## src/rtl/params_pkg.sv

```systemverilog
// Shared sizing for the data-memory path.
package params_pkg;
  localparam int MEM_SIZE   = 16;
  localparam int ADDR_WIDTH = 8;
  localparam int DATA_WIDTH = 32;
endpackage

```

## src/rtl/dmem_arbiter.sv

```systemverilog
// Two-requester data-memory arbiter: one outstanding access, alternating priority on contention.
//   state  | meaning
//   IDLE   | waiting for a request; combinational grant to one requester
//   ACCESS | latched request driven onto the memory port for one cycle
//   RESP   | one-cycle response pulse to the owner
module dmem_arbiter #(
  parameter int MEM_SIZE   = params_pkg::MEM_SIZE,
  parameter int ADDR_WIDTH = params_pkg::ADDR_WIDTH,
  parameter int DATA_WIDTH = params_pkg::DATA_WIDTH
) (
  input  logic                       clk_i,
  input  logic                       rst_i,
  input  logic [1:0]                 req_valid_i,
  output logic [1:0]                 req_ready_o,
  input  logic [1:0]                 req_we_i,
  input  logic [1:0][ADDR_WIDTH-1:0] req_addr_i,
  input  logic [1:0][DATA_WIDTH-1:0] req_wdata_i,
  output logic [1:0]                 rsp_valid_o,
  output logic [DATA_WIDTH-1:0]      rsp_rdata_o,
  output logic                       rsp_err_o,
  output logic                       mem_wr_en_o,
  output logic [ADDR_WIDTH-1:0]      mem_addr_o,
  output logic [DATA_WIDTH-1:0]      mem_wr_data_o,
  input  logic [DATA_WIDTH-1:0]      mem_rd_data_i,
  output logic                       busy_o
);

  typedef enum logic [1:0] {IDLE, ACCESS, RESP} state_t;

  localparam logic [ADDR_WIDTH:0] MEM_LIMIT = (ADDR_WIDTH+1)'(MEM_SIZE);

  state_t                state_q;
  logic                  prio_q;
  logic                  owner_q;
  logic                  we_q;
  logic [ADDR_WIDTH-1:0] addr_q;
  logic [DATA_WIDTH-1:0] wdata_q;
  logic [DATA_WIDTH-1:0] rdata_q;

  logic win;
  logic accept;
  logic in_range;

  // Contention goes to the pointer; a lone request always wins.
  always_comb begin
    win = 1'b0;
    if (&req_valid_i) win = prio_q;
    else              win = req_valid_i[1];
  end

  // Gated by reset so no grant leaks out while rst_i is held low.
  assign accept   = (state_q == IDLE) && rst_i && (|req_valid_i);
  assign in_range = {1'b0, addr_q} < MEM_LIMIT;

  always_ff @(posedge clk_i or negedge rst_i) begin
    if (!rst_i) begin
      state_q <= IDLE;
      prio_q  <= 1'b0;
      owner_q <= 1'b0;
      we_q    <= 1'b0;
      addr_q  <= '0;
      wdata_q <= '0;
      rdata_q <= '0;
    end else begin
      case (state_q)
        IDLE: begin
          if (|req_valid_i) begin
            state_q <= ACCESS;
            owner_q <= win;
            we_q    <= req_we_i[win];
            addr_q  <= req_addr_i[win];
            wdata_q <= req_wdata_i[win];
            prio_q  <= ~win;
          end
        end
        ACCESS: begin
          rdata_q <= (!we_q && in_range) ? mem_rd_data_i : '0;
          state_q <= RESP;
        end
        RESP:    state_q <= IDLE;
        default: state_q <= IDLE;
      endcase
    end
  end

  assign req_ready_o   = accept ? (win ? 2'b10 : 2'b01) : 2'b00;
  assign mem_wr_en_o   = (state_q == ACCESS) && we_q && in_range;
  assign mem_addr_o    = (state_q == ACCESS) ? addr_q  : '0;
  assign mem_wr_data_o = (state_q == ACCESS) ? wdata_q : '0;
  assign rsp_valid_o   = (state_q == RESP) ? (owner_q ? 2'b10 : 2'b01) : 2'b00;
  assign rsp_rdata_o   = (state_q == RESP) ? rdata_q : '0;
  assign rsp_err_o     = (state_q == RESP) && !in_range;
  assign busy_o        = (state_q != IDLE);

endmodule

```

## config.mk

```make
export PLATFORM = sky130hd
export DESIGN_NAME = dmem_arbiter
export DESIGN_NICKNAME = d
export VERILOG_FILES = /design/src/rtl/params_pkg.sv /design/src/rtl/dmem_arbiter.sv
export SDC_FILE = /design/constraint.sdc
export NUM_CORES = 1
export LEC_CHECK = 0
export ABC_AREA = 1
export ABC_CLOCK_PERIOD_IN_PS = 1330
export CAP_MARGIN = 20
export CORE_AREA = 2 2 102 124
export CTS_CLUSTER_SIZE = 14
export DETAILED_ROUTE_END_ITERATION = 8
export DIE_AREA = 0 0 104 126
export PLACE_DENSITY = 0.69
export SLEW_MARGIN = 0
export SYNTH_ARGS = -nofsm -noshare
export SYNTH_HDL_FRONTEND = slang
export SYNTH_SLANG_ARGS = --single-unit
```

## constraint.sdc

```tcl
create_clock -name clk_i -period 1.33 [get_ports clk_i]
set_clock_uncertainty 0.2 [all_clocks]
set_input_delay 0.133 -clock clk_i [delete_from_list [all_inputs] [get_ports clk_i]]
set_output_delay 0.133 -clock clk_i [all_outputs]
set_load 0.01 [all_outputs]
```

==> metrics.md <==
| Metric | Value |
|---|---|
| R2R Setup Slk | `-0.47 ns` |
| Height of the die | `126 µm` |
| Setup Viol. Count Final | `154` |
| Drt first pass iters | `7` |
| Hold_sp | `req_valid_i[1]` |
| Layout cell share with drive strength beyond 1 | `between 40% and 50%` |
| Worst vdd ir | `1.40 mV` |
| Vias in the first global route | `4730` |
| CP required | `1.00 ns` |
| Post-DP HPWL | `around 9000 µm` |
| DRC | `0` |
| Leak pwr | `roughly 3.7 nW` |
| Setup TNS | `-52.83 ns` |
| Layout fillers | `982` |
| Syn Inst Count | `551` |
| Crit share post-route | `138%` |
| Worst-Margin Slew | `~0.44 ns` |
| TritonCTS Buffers | `9` |
| Placed insts | `905` |
| Crit path kind | `flip-flop to output port` |
| Outcome | `complete, but fails checks` |
| Hold endpoint | `prio_q$_DFFE_PN0P_` |
| H-tree levels | `3` |
| Hold Crit Class | `primary input to flip-flop` |
| # port buffers | `196` |
| Avg Cell Area, Syn | `7.44 µm²` |
| Worst r2r dst | `addr_q[7]$_DFFE_PN0P_` |
| Via density | `5.13` |
| Final Slew Violations | `0` |
| I/O pin total | `197` |
| Most frequent cell on the critical path | `buf_6` |
| DR vias | `around 4900` |
| Reg2Reg Depth | `8` |
| FP Rows | `44` |
| Initial antenna violation count | `0` |
| CTS tree | `yes` |
| Worst path bufs/invs | `4` |
| Clk buf depth | `2` |
| CP endpoint kind | `output port` |
| Fin Hold WS | `~0.048 ns` |
| Total GRT Usage | `between 20 and 25%` |
| Crit path arrival time | `~1.5 ns` |
| #FFs+latches synth | `77` |
| Crit path max-delay cell type | `dfrtp_2` |
| Clock transition at the registers of the reported paths | `0.06 ns` |
| Worst-path cell chain | `buf_6 > nand2_8 > clkbuf_16 > buf_6 > nor2_4 > buf_6` |
| Pwr per Cell Area | `2140 nW/µm²` |
| Synth Cell Area | `around 4000 µm²` |
| Layout area overhead | `92.6%` |
| Hold path depth | `4` |
| RSZ-0062 raised after global routing | `yes` |
| CTS sink cnt | `77` |
| Slew headroom | `around 71%` |
| Grt ovf | `0` |
| Area of the core | `11900 µm²` |
| Width of the die | `104 µm` |
| CP delay by family, top | `buffers and inverters` |
| Drt total wl | `around 17000 µm` |
| Synth cell types | `20` |
| Failing checks | `negative setup slack` |
| Final Critical Period | `1.84 ns` |
| Net count of the finished layout | `908` |
| Largest net degree at the start of global routing | `76` |
| First-pass GRT wire length | `23300 µm` |
| Clk Tree Root Cell | `clkbuf_16` |
| Synth Net Count | `669` |
| Final WS setup | `-0.509 ns` |
| Ys Warns | `0` |
| Worst r2r src | `state_q[1]$_DFFE_PN0P_` |
| # Max-Cap Violations | `0` |
| Fmax achieved | `0.544 GHz` |
| Final GP Congestion | `0.844` |
| Final Hold Viols | `0` |
| Design Area, Final | `7900 µm²` |
| DR iter-0 viols | `~230` |
| Layout Cells excl Fill | `956` |
| CP peak stage delay | `about 0.43 ns` |
| CP Max Fanout | `7` |
| Starting density of the core | `between 30% and 40%` |
| Clock latency on the worst-skew pair | `0.33 ns` |
| Sequential fraction of the synthesis area | `47.0%` |
| WL per Instance | `17.8 µm` |
| Die ar. | `13100 µm²` |
| Startpoint types | `flip-flop` |
| Post-DRT Antenna Nets | `0` |
| Post-DP Area | `6410 µm²` |
| Antenna Cells | `0` |
## cell usage after synthesis, drive strengths merged
cell type    n  area [µm²]
nand2      110         418
nand3       84         420
nor2        81         335
inv         79         299
dfrtp       77        1930
nand4       42         263
o21ai       35         179
buf         31         205
clkbuf      10        37.5
a31oi        1        6.26
nor3         1        10.0
## sequential cells by signal, summed over array words and instances (netlist names)
name,cells
addr_q,8
we_q,1
rdata_q,32
wdata_q,32
prio_q,1
owner_q,1
state_q,2
## routing by layer
layer  global-route usage [%]  wire (µm)  up-vias
met5                        0          0        -
met4                     8.98        648        0
met3                     3.47        980       48
met2                     38.0       8840      244
met1                     27.6       6550     2366
li1                         -          -     2244
## layout make-up
cell class / instances / area [µm²] / share of cell area [%]
Tap cell: 161 / 201 / 2.55
Sequential cell: 77 / 1930 / 24.4
Clock buffer: 10 / 239 / 3.03
Clock inverter: 6 / 86.3 / 1.09
Inverter: 79 / 304 / 3.85
Multi-Input combinational cell: 354 / 2390 / 30.3
Timing Repair Buffer: 269 / 2750 / 34.8
## worst max-delay path by stage
| stage | cells past startpoint | startpoint | end | slack, ns |
|---|---|---|---|---|
| after floorplan | 5 | state_q[0]$_DFFE_PN0P_ | mem_addr_o[0] | -0.04 |
| after global placement | 6 | req_valid_i[0] | req_ready_o[0] | -0.54 |
| after detailed placement | 6 | req_valid_i[0] | req_ready_o[0] | -0.57 |
| after CTS | 7 | state_q[0]$_DFFE_PN0P_ | mem_wr_data_o[26] | -0.51 |
| after global routing | 6 | state_q[1]$_DFFE_PN0P_ | rsp_rdata_o[29] | -0.56 |
| final | 6 | state_q[1]$_DFFE_PN0P_ | rsp_rdata_o[14] | -0.51 |
## stage by stage
stage | power [mW] | setup slack (ns) | utilization, %
finish | 16.9 | -0.509 | 66.4
global route | 17.8 | -0.560 | 66.4
CTS | 13.8 | -0.505 | 57.5
detailed placement | 10.4 | -0.572 | 53.9
global placement | 10.3 | -0.536 | 53.9
floorplan | 7.45 | -0.0392 | -
## kinds of logic (layout without fill, tap and decap cells)
family / Yosys count / count (layout) / share of synthesized area [%]
and+or+nand+nor: 318 / 318 / 35.3
AOI/OAI and AO/OA: 36 / 36 / 4.52
buffers and inverters: 120 / 364 / 13.2
DFF: 77 / 77 / 47.0
## report_power, final
part           total (mW)  leakage, nW  internal [mW]  switching [mW]
Sequential           4.11        0.990           3.33           0.781
Combinational        10.1         2.56           4.74            5.39
Clock                2.65        0.158           1.69           0.956
Total                16.9         3.71           9.76            7.13
## cells in the final DEF, fill, tap and decap left out, types with 7 or more instances in the layout
master / n
nand2_2: 15
o21ai_1: 31
nor2_4: 26
buf_4: 23
buf_12: 17
dfrtp_1: 76
nor2_2: 35
clkbuf_16: 17
buf_2: 59
nor2_1: 19
buf_6: 37
nand3_1: 46
nand2_1: 66
buf_8: 7
inv_1: 76
nand2_4: 28
nand3_2: 37
clkdlybuf4s50_1: 115
nand4_1: 42
## worst min-delay path, stage by stage
cell and delay (ns):
buf_2 0.14, nand2_1 0.12, nand2_2 0.08, o21ai_1 0.07
## repair_timing
action / in CTS / in global routing
cloned: 6 / 11
resized for setup: 314 / 271
pin swaps: 3 / 32
setup endpoints to repair: 155 / 156
hold buffers: 1 / 0
endpoints found under the hold margin: 78 / 0
setup buffers: 6 / 15
Power figures use the tool's default switching activity.
